## config.mk

```make
export PLATFORM = sky130hd
export DESIGN_NAME = pc_ctrl_flat
export DESIGN_NICKNAME = d
export VERILOG_FILES = /design/src/rtl/pc_ctrl_pkg.sv /design/src/rtl/pc_ctrl_if.sv /design/src/rtl/pc_redirect_arb.sv /design/src/rtl/pc_ctrl.sv /design/src/flat_wrapper.sv
export SDC_FILE = /design/constraint.sdc
export NUM_CORES = 1
export LEC_CHECK = 0
export CAP_MARGIN = 5
export CORE_MARGIN = 2
export CORE_UTILIZATION = 30
export DETAILED_ROUTE_END_ITERATION = 8
export PLACE_DENSITY = 0.51
export SYNTH_ARGS = -nofsm -noshare
export SYNTH_HDL_FRONTEND = slang
export SYNTH_SLANG_ARGS = --single-unit
```

## constraint.sdc

```tcl
create_clock -name clk_i -period 4.1 [get_ports clk_i]
set_input_delay 0.82 -clock clk_i [delete_from_list [all_inputs] [get_ports clk_i]]
set_output_delay 0.82 -clock clk_i [all_outputs]
set_load 0.05 [all_outputs]
```

## src/rtl/pc_ctrl_pkg.sv

```systemverilog
// ---------------------------------------------------------------------------
// pc_ctrl_pkg -- shared definitions for the program-counter unit.
//   redirect_kind_e : redirect source encoding; numeric order equals priority,
//                     so priority comparisons are plain magnitude compares.
//   state_e         : controller FSM states.
//   DEF_*_VECTOR    : default reset and exception-handler addresses.
//   kind_has_target : true for redirects whose target comes from the
//                     pipeline and therefore needs an alignment check.
// ---------------------------------------------------------------------------
package pc_ctrl_pkg;

  typedef enum logic [2:0] {
    KIND_NONE = 3'd0,
    KIND_BR   = 3'd1,
    KIND_JMP  = 3'd2,
    KIND_ERET = 3'd3,
    KIND_EXC  = 3'd4
  } redirect_kind_e;

  typedef enum logic {
    ST_RUN  = 1'b0,
    ST_PEND = 1'b1
  } state_e;

  localparam logic [31:0] DEF_RESET_VECTOR = 32'h0000_3000;
  localparam logic [31:0] DEF_EXC_VECTOR   = 32'h0000_4180;

  // The exception vector is a constant and is never checked for alignment.
  function automatic logic kind_has_target(input redirect_kind_e kind);
    return (kind == KIND_BR) || (kind == KIND_JMP) || (kind == KIND_ERET);
  endfunction

endpackage

```

## src/rtl/pc_ctrl_if.sv

```systemverilog
// ---------------------------------------------------------------------------
// pc_ctrl_if -- bundle between the next-PC logic / instruction-memory port
// (master) and the program-counter unit (slave).
//   master drives : fetch_ready, stall, br_taken/br_target, jump/jump_target,
//                   eret/epc_in, exc_req
//   slave drives  : pc, pc_valid, epc, addr_err
// ---------------------------------------------------------------------------
interface pc_ctrl_if #(
  parameter int WIDTH = 32
) ();

  logic             fetch_ready;
  logic             stall;
  logic             br_taken;
  logic [WIDTH-1:0] br_target;
  logic             jump;
  logic [WIDTH-1:0] jump_target;
  logic             eret;
  logic [WIDTH-1:0] epc_in;
  logic             exc_req;
  logic [WIDTH-1:0] pc;
  logic             pc_valid;
  logic [WIDTH-1:0] epc;
  logic             addr_err;

  modport master (
    output fetch_ready, stall, br_taken, br_target, jump, jump_target,
           eret, epc_in, exc_req,
    input  pc, pc_valid, epc, addr_err
  );

  modport slave (
    input  fetch_ready, stall, br_taken, br_target, jump, jump_target,
           eret, epc_in, exc_req,
    output pc, pc_valid, epc, addr_err
  );

endinterface

```

## src/rtl/pc_redirect_arb.sv

```systemverilog
// ---------------------------------------------------------------------------
// pc_redirect_arb -- combinational redirect selection.
// Picks the highest-priority incoming redirect (exc > eret > jump > branch),
// then resolves it against the pending slot: the incoming one wins when its
// priority is at least the pending one's. The winner is checked for
// alignment against STEP.
//   exc_req_i/eret_i/jump_i/br_taken_i : incoming redirect requests
//   epc_in_i/jump_target_i/br_target_i : their targets
//   pend_kind_i/pend_target_i          : buffered redirect (KIND_NONE = empty)
//   kind_o/target_o                    : selected redirect (KIND_NONE = none)
//   misaligned_o                       : selected target violates alignment
// ---------------------------------------------------------------------------
module pc_redirect_arb
  import pc_ctrl_pkg::*;
#(
  parameter int               WIDTH      = 32,
  parameter logic [WIDTH-1:0] EXC_VECTOR = WIDTH'(DEF_EXC_VECTOR),
  parameter int               STEP       = 4
) (
  input  logic             exc_req_i,
  input  logic             eret_i,
  input  logic             jump_i,
  input  logic             br_taken_i,
  input  logic [WIDTH-1:0] epc_in_i,
  input  logic [WIDTH-1:0] jump_target_i,
  input  logic [WIDTH-1:0] br_target_i,
  input  redirect_kind_e   pend_kind_i,
  input  logic [WIDTH-1:0] pend_target_i,
  output redirect_kind_e   kind_o,
  output logic [WIDTH-1:0] target_o,
  output logic             misaligned_o
);

  localparam logic [WIDTH-1:0] ALIGN_MASK = WIDTH'(STEP - 1);

  redirect_kind_e   in_kind;
  logic [WIDTH-1:0] in_target;

  // NOTE: every combinational output gets a default before any branch, so
  // no path leaves a signal unassigned and no latch is inferred.
  always_comb begin
    in_kind   = KIND_NONE;
    in_target = '0;
    if (exc_req_i) begin
      in_kind   = KIND_EXC;
      in_target = EXC_VECTOR;
    end else if (eret_i) begin
      in_kind   = KIND_ERET;
      in_target = epc_in_i;
    end else if (jump_i) begin
      in_kind   = KIND_JMP;
      in_target = jump_target_i;
    end else if (br_taken_i) begin
      in_kind   = KIND_BR;
      in_target = br_target_i;
    end
  end

  always_comb begin
    kind_o   = pend_kind_i;
    target_o = pend_target_i;
    if ((in_kind != KIND_NONE) && (in_kind >= pend_kind_i)) begin
      kind_o   = in_kind;
      target_o = in_target;
    end
  end

  assign misaligned_o = kind_has_target(kind_o) && ((target_o & ALIGN_MASK) != '0);

endmodule

```

## src/rtl/pc_ctrl.sv

```systemverilog
// ---------------------------------------------------------------------------
// pc_ctrl -- program-counter unit.
// Holds the fetch address, advances it by STEP on each accepted fetch and
// applies branch/jump/ERET/exception redirects by fixed priority. Redirects
// seen while stalled are buffered in a one-entry pending slot and applied
// when the stall drops. Misaligned targets are trapped to EXC_VECTOR at
// load time, capturing the offending target in epc and pulsing addr_err.
//   clk_i   : clock, all state changes on rising edge
//   reset_i : synchronous, active-low reset
//   bus     : pc_ctrl_if slave (requests in; pc/pc_valid/epc/addr_err out,
//             all registered)
// ---------------------------------------------------------------------------
module pc_ctrl
  import pc_ctrl_pkg::*;
#(
  parameter int               WIDTH        = 32,
  parameter logic [WIDTH-1:0] RESET_VECTOR = WIDTH'(DEF_RESET_VECTOR),
  parameter logic [WIDTH-1:0] EXC_VECTOR   = WIDTH'(DEF_EXC_VECTOR),
  parameter int               STEP         = 4
) (
  input  logic     clk_i,
  input  logic     reset_i,
  pc_ctrl_if.slave bus
);

  state_e           state_q,       state_d;
  logic [WIDTH-1:0] pc_q,          pc_d;
  logic             pc_valid_q,    pc_valid_d;
  logic [WIDTH-1:0] epc_q,         epc_d;
  logic             addr_err_q,    addr_err_d;
  redirect_kind_e   pend_kind_q,   pend_kind_d;
  logic [WIDTH-1:0] pend_target_q, pend_target_d;

  redirect_kind_e   sel_kind;
  logic [WIDTH-1:0] sel_target;
  logic             sel_misaligned;
  logic             fire;
  logic             load;

  // The pending slot only ever holds a redirect in ST_PEND, so feeding it
  // unconditionally lets one arbiter serve both states.
  pc_redirect_arb #(
    .WIDTH      (WIDTH),
    .EXC_VECTOR (EXC_VECTOR),
    .STEP       (STEP)
  ) u_arb (
    .exc_req_i     (bus.exc_req),
    .eret_i        (bus.eret),
    .jump_i        (bus.jump),
    .br_taken_i    (bus.br_taken),
    .epc_in_i      (bus.epc_in),
    .jump_target_i (bus.jump_target),
    .br_target_i   (bus.br_target),
    .pend_kind_i   (pend_kind_q),
    .pend_target_i (pend_target_q),
    .kind_o        (sel_kind),
    .target_o      (sel_target),
    .misaligned_o  (sel_misaligned)
  );

  assign fire = pc_valid_q & bus.fetch_ready & ~bus.stall;

  always_comb begin
    state_d       = state_q;
    pc_d          = pc_q;
    epc_d         = epc_q;
    addr_err_d    = 1'b0;
    pend_kind_d   = pend_kind_q;
    pend_target_d = pend_target_q;
    load          = 1'b0;

    unique case (state_q)
      ST_RUN: begin
        if (sel_kind != KIND_NONE) begin
          if (!bus.stall) begin
            // A redirect is taken even without fetch_ready: the wrong-path
            // pc is simply dropped.
            load = 1'b1;
          end else begin
            pend_kind_d   = sel_kind;
            pend_target_d = sel_target;
            state_d       = ST_PEND;
          end
        end else if (fire) begin
          pc_d = pc_q + WIDTH'(STEP);
        end
      end
      ST_PEND: begin
        if (!bus.stall) begin
          load          = 1'b1;
          pend_kind_d   = KIND_NONE;
          pend_target_d = '0;
          state_d       = ST_RUN;
        end else begin
          // The arbiter already kept the pending entry unless an incoming
          // redirect of equal or higher priority displaced it.
          pend_kind_d   = sel_kind;
          pend_target_d = sel_target;
        end
      end
      default: state_d = ST_RUN;
    endcase

    // Alignment is judged here, when the target is actually loaded, so a
    // buffered target is checked against the same rule as a direct one.
    if (load) begin
      if (sel_misaligned) begin
        pc_d       = EXC_VECTOR;
        epc_d      = sel_target;
        addr_err_d = 1'b1;
      end else begin
        pc_d = sel_target;
        if (sel_kind == KIND_EXC) begin
          epc_d = pc_q;
        end
      end
    end
  end

  assign pc_valid_d = (state_d == ST_RUN);

  // NOTE: state registers use non-blocking assignments so every flop
  // samples the pre-edge values regardless of statement order.
  always_ff @(posedge clk_i) begin
    if (!reset_i) begin
      state_q       <= ST_RUN;
      pc_q          <= RESET_VECTOR;
      pc_valid_q    <= 1'b0;
      epc_q         <= '0;
      addr_err_q    <= 1'b0;
      pend_kind_q   <= KIND_NONE;
      pend_target_q <= '0;
    end else begin
      state_q       <= state_d;
      pc_q          <= pc_d;
      pc_valid_q    <= pc_valid_d;
      epc_q         <= epc_d;
      addr_err_q    <= addr_err_d;
      pend_kind_q   <= pend_kind_d;
      pend_target_q <= pend_target_d;
    end
  end

  assign bus.pc       = pc_q;
  assign bus.pc_valid = pc_valid_q;
  assign bus.epc      = epc_q;
  assign bus.addr_err = addr_err_q;

endmodule

```

## src/flat_wrapper.sv

```systemverilog
// flat-port wrapper written by rule: the top's interface ports become plain ports
module pc_ctrl_flat import pc_ctrl_pkg::*;
#(
  parameter int               WIDTH        = 32,
  parameter logic [WIDTH-1:0] RESET_VECTOR = WIDTH'(DEF_RESET_VECTOR),
  parameter logic [WIDTH-1:0] EXC_VECTOR   = WIDTH'(DEF_EXC_VECTOR),
  parameter int               STEP         = 4
)
  (clk_i, reset_i, bus_fetch_ready, bus_stall, bus_br_taken, bus_br_target, bus_jump, bus_jump_target, bus_eret, bus_epc_in, bus_exc_req, bus_pc, bus_pc_valid, bus_epc, bus_addr_err);
  pc_ctrl_if #(.WIDTH(WIDTH)) bus_i ();
  input  logic clk_i;
  input  logic reset_i;
  input wire logic [$bits(bus_i.fetch_ready)-1:0] bus_fetch_ready;
  input wire logic [$bits(bus_i.stall)-1:0] bus_stall;
  input wire logic [$bits(bus_i.br_taken)-1:0] bus_br_taken;
  input wire logic [$bits(bus_i.br_target)-1:0] bus_br_target;
  input wire logic [$bits(bus_i.jump)-1:0] bus_jump;
  input wire logic [$bits(bus_i.jump_target)-1:0] bus_jump_target;
  input wire logic [$bits(bus_i.eret)-1:0] bus_eret;
  input wire logic [$bits(bus_i.epc_in)-1:0] bus_epc_in;
  input wire logic [$bits(bus_i.exc_req)-1:0] bus_exc_req;
  output wire logic [$bits(bus_i.pc)-1:0] bus_pc;
  output wire logic [$bits(bus_i.pc_valid)-1:0] bus_pc_valid;
  output wire logic [$bits(bus_i.epc)-1:0] bus_epc;
  output wire logic [$bits(bus_i.addr_err)-1:0] bus_addr_err;
  assign bus_i.fetch_ready = bus_fetch_ready;
  assign bus_i.stall = bus_stall;
  assign bus_i.br_taken = bus_br_taken;
  assign bus_i.br_target = bus_br_target;
  assign bus_i.jump = bus_jump;
  assign bus_i.jump_target = bus_jump_target;
  assign bus_i.eret = bus_eret;
  assign bus_i.epc_in = bus_epc_in;
  assign bus_i.exc_req = bus_exc_req;
  assign bus_pc = bus_i.pc;
  assign bus_pc_valid = bus_i.pc_valid;
  assign bus_epc = bus_i.epc;
  assign bus_addr_err = bus_i.addr_err;
  pc_ctrl #(.WIDTH(WIDTH), .RESET_VECTOR(RESET_VECTOR), .EXC_VECTOR(EXC_VECTOR), .STEP(STEP)) u_core (.clk_i(clk_i), .reset_i(reset_i), .bus(bus_i));
endmodule
```

* Word level (Yosys, flattened, before mapping) *
Cells that the tools add are included.

storage, ports and cells
  bits in registers = 102
  output and inout bits = 66

operators by class
  magnitude comparators = 1
  bitwise gates (word level) = 5
  multiplexer cells = 32
  reductions and logical operators = 13
  add/sub/neg operators = 1
  equal/unequal tests = 8

operators with widths
  cell                     count
  $mux W32                 15
  $pmux W32 S2             1
  $add A32 B3 Y32 const B  1
  $reduce_bool A32 Y1      1
  $mux W3                  5
  $eq A3 B2 Y1 const B     2
  $mux W1                  6
  $pmux W3 S2              1
  $reduce_and A2 Y1        3
  $reduce_bool A3 Y1       2
  $mux W2                  2
  $ne A2 B1 Y1 const B     2
  $ne A2 B2 Y1 const B     2
  $pmux W1 S2              2
  $reduce_bool A2 Y1       2
  $eq A3 B1 Y1 const B     1
  $eq A3 B3 Y1 const B     1
  $ge A3 B3 Y1             1
  $not A1 Y1               3
  $reduce_and A3 Y1        1
  $and A1 B1 Y1            2
  $logic_and A1 B1 Y1      2
  $logic_or A1 B1 Y1       2

* Logic depth before layout (Yosys ltp) *
Gate-level depths: netlist of the first run.

  depth after elaboration = 13
  gate-level depth with buffers = 16

* Cells and area by module *
Synthesis of the first run repeated with hierarchy kept, for this count alone.

unflattened totals
  cells, all modules = 691
  area, all modules = 5626.6 µm²

modules (own cells, without submodules)
  module           times used  cells each  area each (µm²)  sequential area each (µm²)
  pc_ctrl          1           477         4398.0           2042.0
  pc_redirect_arb  1           214         1228.7           0.0

* Least setup slack after synthesis of the first run *
No wires, ideal clock.

  kind = input-to-reg
  start point = input bus_jump
  end point = register u_core.pc_q[30], in the netlist u_core.bus.pc[30]
  cell stages on the path = 15
  arrival = 3.122 ns
  slack = 0.856 ns
  buffers on the path = 4
  cells stage by stage = buf_6 > nor2b_1 > clkbuf_2 > o21ba_2 > inv_1 > ha_1 > nand2b_1 > a31oi_1 > a21o_2 > a211o_4 > and2_1 > buf_4 > buf_6 > a311oi_1 > nor2_1

on the way
  cells in the longest elaborated chain, start to end = 12

ends and longest elaborated chain
  item                                                                   line                source
  start, declared                                                        flat_wrapper.sv:17  input wire logic [$bits(bus_i.jump)-1:0] bus_jump;
  parallel branches: the longest is 12 deep, another holds $ge A3 B3 Y1  --
  end signal, assigned                                                   pc_ctrl.sv:135      pc_q <= pc_d;
  end, declared                                                          pc_ctrl.sv:27       logic [WIDTH-1:0] pc_q, pc_d;

Several ways; the timed one is not identified.
A chain may end at the register's enable or synchronous reset.

* Worst setup path after layout of the first run *
  start point = input bus_br_taken
  end point = register u_core.epc_q[24], in the netlist u_core.bus.epc[24]

on the way
  cells in the longest elaborated chain, start to end = 13

ends and longest elaborated chain
  item                                                line                   source
  start, declared                                     flat_wrapper.sv:15     input wire logic [$bits(bus_i.br_taken)-1:0] bus_br_taken;
  $mux W1                                             pc_redirect_arb.sv:53  end else if (br_taken_i) begin
  $mux W2                                             pc_redirect_arb.sv:50  end else if (jump_i) begin
  $mux W2                                             pc_redirect_arb.sv:47  end else if (eret_i) begin
  $mux W3                                             pc_redirect_arb.sv:44  if (exc_req_i) begin
  $ge A3 B3 Y1 or $reduce_bool A3 Y1 (tied branches)  pc_redirect_arb.sv:62  if ((in_kind != KIND_NONE) && (in_kind >= pend_kind_i)) begin
  $logic_and A1 B1 Y1                                 pc_redirect_arb.sv:62
  $mux W3                                             pc_redirect_arb.sv:62
  $eq A3 B1 Y1 or $eq A3 B2 Y1 (tied branches)        pc_ctrl_pkg.sv:30      return (kind == KIND_BR) || (kind == KIND_JMP) || (kind == KIND_ERET);
  $logic_or A1 B1 Y1 (2 in series)                    pc_ctrl_pkg.sv:30
  $logic_and A1 B1 Y1                                 pc_redirect_arb.sv:68  assign misaligned_o = kind_has_target(kind_o) && ((target_o & ALIGN_MASK) != '0);
  $reduce_bool A2 Y1 (no line)                        --
  $reduce_and A2 Y1 (no line)                         --
  end signal, assigned                                pc_ctrl.sv:137         epc_q <= epc_d;
  end, declared                                       pc_ctrl.sv:29          logic [WIDTH-1:0] epc_q, epc_d;

Parallel ways exist; a longest one is shown, timed or not.

==> summary.md, run 1 <==
| Metric | Value |
|---|---|
| Largest net degree at the start of global routing | 50 |
| Total die area | 0.0209 mm^2 |
| Global placement routability congestion | 0.864 |
| Clock Skews | around 0.014 ns |
| Cell Pwr Density | 371 mW/mm^2 |
| XOR/XNOR Fraction of Synth Area | 0.0118 |
| First-pass detailed-route iteration total | 5 |
| Post-Synth Simple-Gate Area | 0.191 |
| Buffers on Ports | roughly 170 |
| Multiplexer share of the synthesized area | 0.00677 |
| Initial core utilization | 0.305 |
| Post-Syn Instances | 729 |
| CP Data Arrival Time | 3.98 ns |
| Vias in the first global route | 6,199 |
| CP endpoint kind | flip-flop |
| Tightest Pin Transition | between 1 and 1.5 ns |
| Worst hold start | u_core.pend_target_q[21] |
| R2R Path End | u_core.bus.pc[6] |
| Hold Path End | u_core.pend_target_q[21] |
| Most area-consuming cells after synthesis | dfxtp_1 35%, nand2_1 5.9%, o21ai_0 5.7%, a21oi_1 4.1%, nor2_1 4.1% |
| Setup violators final | 0 |
| Post-synthesis compound-gate area fraction | 0.363 |
| Register area share after synthesis | 0.345 |
| Post-CTS Setup Bufs | 0 |
| Post-route cell area | 0.00821 mm^2 |
| Post-synthesis adder-cell area fraction | 0.00634 |
| RSZ-0062 raised after global routing | false |
| Slew Limit Headroom | 0.293 |
| P_leak | around 2.9 nW |
| Post-synth EDFFs | 0 |
| Status | finished clean |
| Post-CTS Hold Buffers | 0 |
| Resized Gates After CTS | 0 |
| Clock Sinks | 102 |
| DR vias/cell | 5.48 |
| Crit path max fanout | 19 |
| Clk Latency, worst-skew pair | ~0.37 ns |
| Max H-tree Level | 3 |
| Final period util | 0.903 |
| Clock Path Buffers | 2 |
| Post-route antenna net violation count | 0 |
| Fraction of layout instances using a drive strength above 1 | 0.114 |
| Share of the synthesized area in the top cell type | 0.345 |
| Total I/O pin count | 170 |
| Synth unique cells | 79 |
| Post-Syn Area | 0.00592 mm^2 |
| Nets@finish | between 900 and 1,000 |
| Ys flop type | dfxtp_1 |
| Final Max Slew Viols | 0 |
| Core area | just under 0.02 mm^2 |
| Hold Crit Depth | 2 |
| Final Hold Viols | 0 |
| Max frequency | 0.270 GHz |
| Worst Path Required | between 4 and 5 ns |
| R2R depth | 10 |
| CTS tree | yes |
| Critical R2R Launch | u_core.pend_kind_q[2] |
| Area leader, netlist | dfxtp_1 |
| Routed WL | 22.2 mm |
| Root buf cell | clkbuf_16 |
| Placed Area | 0.00793 mm^2 |
| Critical path class | input port to flip-flop |
| Average size of a mapped cell | 8.12 um^2 |
| R2r setup slk | 1.12 ns |
| Hold WS | between 0.4 and 0.5 ns |
| Hold Crit Class | flip-flop to flip-flop |
| Area Growth Syn to Fin | 38.7% |
| Synthesized net count | around 840 |
| Clock transition time at the flip-flop clock pins of the worst setup and hold paths | 0.07 ns |
| Die X | 144 um |
| Drt wl/cell | 19.1 um |
| Synth Warn # | 0 |
| Max Cap Viol | 0 |
| CTS buffer count | 9 |
| Largest family of logic cells by synthesized area | compound AO/OA/AOI/OAI gates |
| Tmin final | 3.70 ns |
| Flops & latches, synth | 102 |
| Initial drt markers | 482 |
| Asr flop ratio synth | 0 |
| Total congestion overflow | 0 |
| Peak supply drop | 0.000238 V |
| DRC violations left | 0 |
| Global-route wire length before repair | 34.2 mm |
| Initial antenna violation count | 1 |
| Dpl hpwl | 16.5 mm |
| Vias after detailed routing | 6,358 |
| GR Util All Layers | 0.215 |
| Nature of the critical path startpoint | input port |
| Die H | 144 um |
| Row count | 51 |
-- per-layer routing --
| metal | global-route usage | vias up | share of wire |
|---|---|---|---|
| met2 | 0.372 | 191 | 0.50 |
| met5 | 0 | - | 0 |
| met3 | 0.0381 | 39 | 0.046 |
| met1 | 0.265 | 3067 | 0.43 |
| met4 | 0.0823 | 0 | 0.027 |
| li1 | - | 3061 | - |
-- synth_stat cells (5+ instances only) --
| master | n |
|---|---|
| o32ai_1 | 19 |
| nor4_1 | 7 |
| a22oi_1 | 5 |
| nand3_1 | 22 |
| a311oi_1 | 5 |
| o32ai_2 | 6 |
| a221oi_1 | 10 |
| buf_2 | 13 |
| buf_6 | 11 |
| a22o_1 | 18 |
| dfxtp_1 | 102 |
| clkbuf_1 | 28 |
| nor3_1 | 6 |
| buf_4 | 8 |
| a21oi_1 | 49 |
| or3_1 | 6 |
| a221o_1 | 17 |
| a31oi_1 | 14 |
| nor2_1 | 65 |
| and2_1 | 12 |
| o31ai_1 | 11 |
| inv_1 | 20 |
| nand4_1 | 8 |
| o21ai_0 | 67 |
| nand2_1 | 93 |
| o22ai_1 | 7 |
-- cells by family after synthesis --
kind of cell | Yosys count
buffers and inverters | 85
muxes | 4
xor gates and xnor gates | 8
and+or+nand+nor | 243
adders and majority gates | 3
DFF | 102
AOI/OAI and AO/OA | 284
-- where the power goes --
group / total, mW / leakage, nW / internal, mW / switching [mW]
sequential: 1.15 / 0.833 / 1.07 / 0.0788
clock: 0.829 / 0.133 / 0.416 / 0.413
combinational: 1.07 / 1.94 / 0.420 / 0.649
total: 3.05 / 2.91 / 1.91 / 1.14
-- stage by stage --
step / std cells / util / power, mW / setup TNS, ns / setup slack [ns]
floorplan: 729 / - / 1.83 / 0 / 0.856
detailed placement: 1144 / 0.409 / 2.24 / -0.0438 / -0.0438
global placement: 1144 / 0.409 / 2.23 / -0.0166 / -0.0166
finish: 1161 / 0.423 / 3.05 / 0 / 0.397
CTS: 1160 / 0.423 / 3.07 / 0 / 0.317
global route: 1161 / 0.423 / 3.20 / 0 / 0.145
-- area by class of cell --
cell class / instances / area, um^2
Clock inverter: 6 / 43.8
Timing Repair Buffer: 213 / 2050
Fill cell: 2002 / 11200
Clock buffer: 10 / 229
Inverter: 22 / 82.6
Sequential cell: 102 / 2040
Multi-Input combinational cell: 542 / 3430
Tap cell: 265 / 332
Antenna cell: 1 / 2.50
-- layout by cell type (no fill, tap or decap), types with 8 or more instances in the layout --
master,Yosys,routed
clkbuf_16,0,9
dfxtp_1,102,102
nand3_1,22,22
a221oi_1,10,10
inv_1,20,20
and2_1,12,12
nor2_1,65,65
nand2_1,93,93
clkdlybuf4s50_1,0,167
nand4_1,8,8
o32ai_1,19,19
a21oi_1,49,49
o31ai_1,11,11
buf_4,8,41
o21ai_0,67,67
a221o_1,17,17
a31oi_1,14,14
a22o_1,18,18
-- critical path, cell delays in order --
cell             delay, ns
clkdlybuf4s50_1       0.47
nor2b_2               0.16
o21ba_2               0.18
inv_1                 0.05
ha_1                  0.25
nand2b_1              0.13
a31oi_1               0.14
a21o_2                0.36
buf_4                 0.25
a2111oi_0             0.57
a21oi_1               0.18
and2_1                0.22
o32ai_2               0.18
-- how the worst max path moves through the flow --
stage	startpoint	to	slack, ns	depth (start not counted)
global route	bus_br_taken	u_core.bus.epc[24]	0.14	13
floorplan	bus_jump	u_core.bus.pc[30]	0.86	15
CTS	bus_br_taken	u_core.bus.epc[24]	0.32	13
global placement	bus_br_taken	u_core.bus.epc[24]	-0.02	13
detailed placement	bus_br_taken	u_core.bus.epc[24]	-0.04	13
finish	bus_br_taken	u_core.bus.epc[24]	0.40	13
-- state kept, by name, summed over array words and instances (netlist names) --
register	cells
u_core.bus.addr_err	1
u_core.bus.pc	32
u_core.pend_kind_q	3
u_core.state_q	1
u_core.bus.epc	32
u_core.bus.pc_valid	1
u_core.pend_target_q	32
(Power assumes the default switching activity.)
==> inputs of run 2 (changes only) <==
--- a/config.mk
+++ b/config.mk
@@ -5,7 +5,7 @@
 export SDC_FILE = /design/constraint.sdc
 export NUM_CORES = 1
 export LEC_CHECK = 0
-export CAP_MARGIN = 5
+export CAP_MARGIN = 40
 export CORE_MARGIN = 2
 export CORE_UTILIZATION = 30
 export DETAILED_ROUTE_END_ITERATION = 8
==> run 2 against run 1 <==
Count of clock-buffer cells in the layout stayed put. Sequential cell count unchanged. Combinational power about the same. Core utilization grew 0.14 points. Global-route usage down 0.088 points.
==> summary.md, run 2 (same netlist as run 1, synthesis figures left out) <==
| Metric | Value |
|---|---|
| Final Hold Viols | 0 (unchanged) |
| FILL cells | 2,003 (was 2,002) |
| Clock Skews | 0.0124 ns (was 0.0140 ns) |
| Core area | 0.0194 mm^2 (unchanged) |
| Total I/O pin count | 170 (unchanged) |
| Global-route wire length before repair | 34.5 mm (was 34.2 mm) |
| CP max stage delay | 0.56 ns (was 0.57 ns) |
| Post-CTS Hold Buffers | 0 (unchanged) |
| Pre-CTS setup slack | -0.0168 ns (was -0.0438 ns) |
| Most frequent cells in the layout | 167 x clkdlybuf4s50_1, 102 x dfxtp_1, 93 x nand2_1 (unchanged) |
| Routing usage on met1 | 0.262 (was 0.265) |
| Slew Limit Headroom | 0.393 (was 0.293) |
| Design Power | 3.09 mW (was 3.05 mW) |
| Nature of the critical path startpoint | input port (unchanged) |
| Vias in the first global route | 6,262 (was 6,199) |
| Area Growth Syn to Fin | 39.2% (was 38.7%) |
| Worst Path Required | 4.37 ns (was 4.38 ns) |
| First-pass detailed-route iteration total | 5 (unchanged) |
| Multi-input logic area | 0.00343 mm^2 (unchanged) |
| Commonest non-fill, non-tap cell in the layout | clkdlybuf4s50_1 (unchanged) |
| Initial drt markers | 490 (was 482) |
| Delay-heaviest family, CP | compound AO/OA/AOI/OAI gates (unchanged) |
| Row count | 51 (unchanged) |
| Crit path max fanout | 19 (unchanged) |
| Post-CTS Setup Bufs | 0 (unchanged) |
| Clock transition time at the flip-flop clock pins of the worst setup and hold paths | 0.07 ns (about the same) |
| Peak supply drop | 0.000232 V (was 0.000238 V) |
| Largest net degree at the start of global routing | 50 (unchanged) |
| Worst hold start | u_core.pend_target_q[22] (was u_core.pend_target_q[21]) |
| CP Data Arrival Time | 3.96 ns (was 3.98 ns) |
| Setup violators final | 0 (unchanged) |
| Initial core utilization | 0.305 (unchanged) |
| Hold WS | 0.454 ns (was 0.455 ns) |
| Nets@finish | 998 (was 997) |
| Drt wl/cell | 19.0 um (was 19.1 um) |
| Clock Path Buffers | 2 (unchanged) |
| Buffers on Ports | 169 (unchanged) |
| Hold Crit Class | flip-flop to flip-flop (unchanged) |
| P_leak | 2.92 nW (was 2.91 nW) |
| GR Util All Layers | 0.214 (was 0.215) |
| Critical path startpoint | bus_br_taken (unchanged) |
| CP endpoint kind | flip-flop (unchanged) |
| CP max stage cell | a2111oi_0 (unchanged) |
| Dpl hpwl | 16.5 mm (about the same) |
| DRC violations left | 0 (unchanged) |
| Max frequency | 0.271 GHz (was 0.270 GHz) |
| RSZ-0062 raised after global routing | false (unchanged) |
| Clk Latency, worst-skew pair | 0.36 ns (was 0.37 ns) |
| Routed WL | 22.1 mm (was 22.2 mm) |
| Global placement routability congestion | 0.864 (unchanged) |
| Max H-tree Level | 3 (unchanged) |
| Crit-path cells | clkdlybuf4s50_1 > nor2b_2 > o21ba_2 > inv_1 > ha_1 > nand2b_1 > a31oi_1 > a21o_2 > buf_4 > a2111oi_0 > a21oi_1 > and2_1 > o32ai_2 (unchanged) |
| Resized Gates After CTS | 0 (unchanged) |
| Fin worst setup slack | 0.413 ns (was 0.397 ns) |
| Total die area | 0.0209 mm^2 (unchanged) |
| Tmin final | 3.69 ns (was 3.70 ns) |
| Status | finished clean (unchanged) |
| Initial antenna violation count | 1 (unchanged) |
| Clock Sinks | 102 (unchanged) |
| Post-route antenna net violation count | 0 (unchanged) |
| Met3 Use GR | 0.0407 (was 0.0381) |
| Max Cap Viol | 0 (unchanged) |
| Critical R2R Launch | u_core.pend_kind_q[2] (unchanged) |
| Die X | 144 um (unchanged) |
| Vias after detailed routing | 6,418 (was 6,358) |
| Tightest Pin Transition | 0.906 ns (was 1.05 ns) |
| Final Max Slew Viols | 0 (unchanged) |
| Final period util | 0.899 (was 0.903) |
| Die H | 144 um (unchanged) |
| Total congestion overflow | 0 (unchanged) |
| DR vias/cell | 5.53 (was 5.48) |
| Critical path class | input port to flip-flop (unchanged) |
| Critical path buffers and inverters | 3 (unchanged) |
| Global route hottest layer | met2 (unchanged) |
| FF+latch area | 0.00204 mm^2 (unchanged) |
| M2 GR Usage | 0.371 (was 0.372) |
| Fraction of layout instances using a drive strength above 1 | 0.114 (unchanged) |
| CTS tree | yes (unchanged) |
| Root buf cell | clkbuf_16 (unchanged) |
| Cell Pwr Density | 375 mW/mm^2 (was 371 mW/mm^2) |
| CTS buffer count | 9 (unchanged) |
## run 2: worst paths after layout
check	end	slack [ns]	cells past startpoint
worst max-delay path	u_core.bus.epc[24]	0.41	13
worst max register to register	u_core.bus.pc[6]	1.15	10
worst min-delay path	u_core.pend_target_q[22]	0.45	2
worst min register to register	u_core.pend_target_q[22]	0.45	2
## run 2: power by group
| part | internal (mW) | switching (mW) |
|---|---|---|
| logic | 0.420 | 0.649 |
| clock network | 0.473 | 0.401 |
| registers | 1.07 | 0.0789 |
| total | 1.96 | 1.13 |
## run 2: layer usage
metal  wire length, um  part of all wire
met4               692             0.031
met5                 0                 0
met2             11000              0.50
met3              1290             0.059
met1              9020              0.41
## run 2: final cells by class
cell class	instances	area share
multi-input combinational	542	0.416
clock inverter	5	0.00729
antenna	1	0.000304
timing repair buffer	214	0.250
inverter	22	0.0100
tap	265	0.0403
clock buffer	10	0.0278
sequential	102	0.248
## run 2: worst min-delay path, cell delays in order, from the launching register on
cell     delay, ns
dfxtp_1       0.32
nand2_1       0.04
o21ai_0       0.05
## run 2: stage by stage
step | setup TNS [ns] | area (um^2) | std cells | util
after global routing | 0 | 8240 | 1161 | 0.425
after floorplan | 0 | 5920 | 729 | -
after CTS | 0 | 8230 | 1160 | 0.424
after global placement | -0.0166 | 7930 | 1144 | 0.409
final | 0 | 8240 | 1161 | 0.425
after detailed placement | -0.0168 | 7940 | 1145 | 0.410
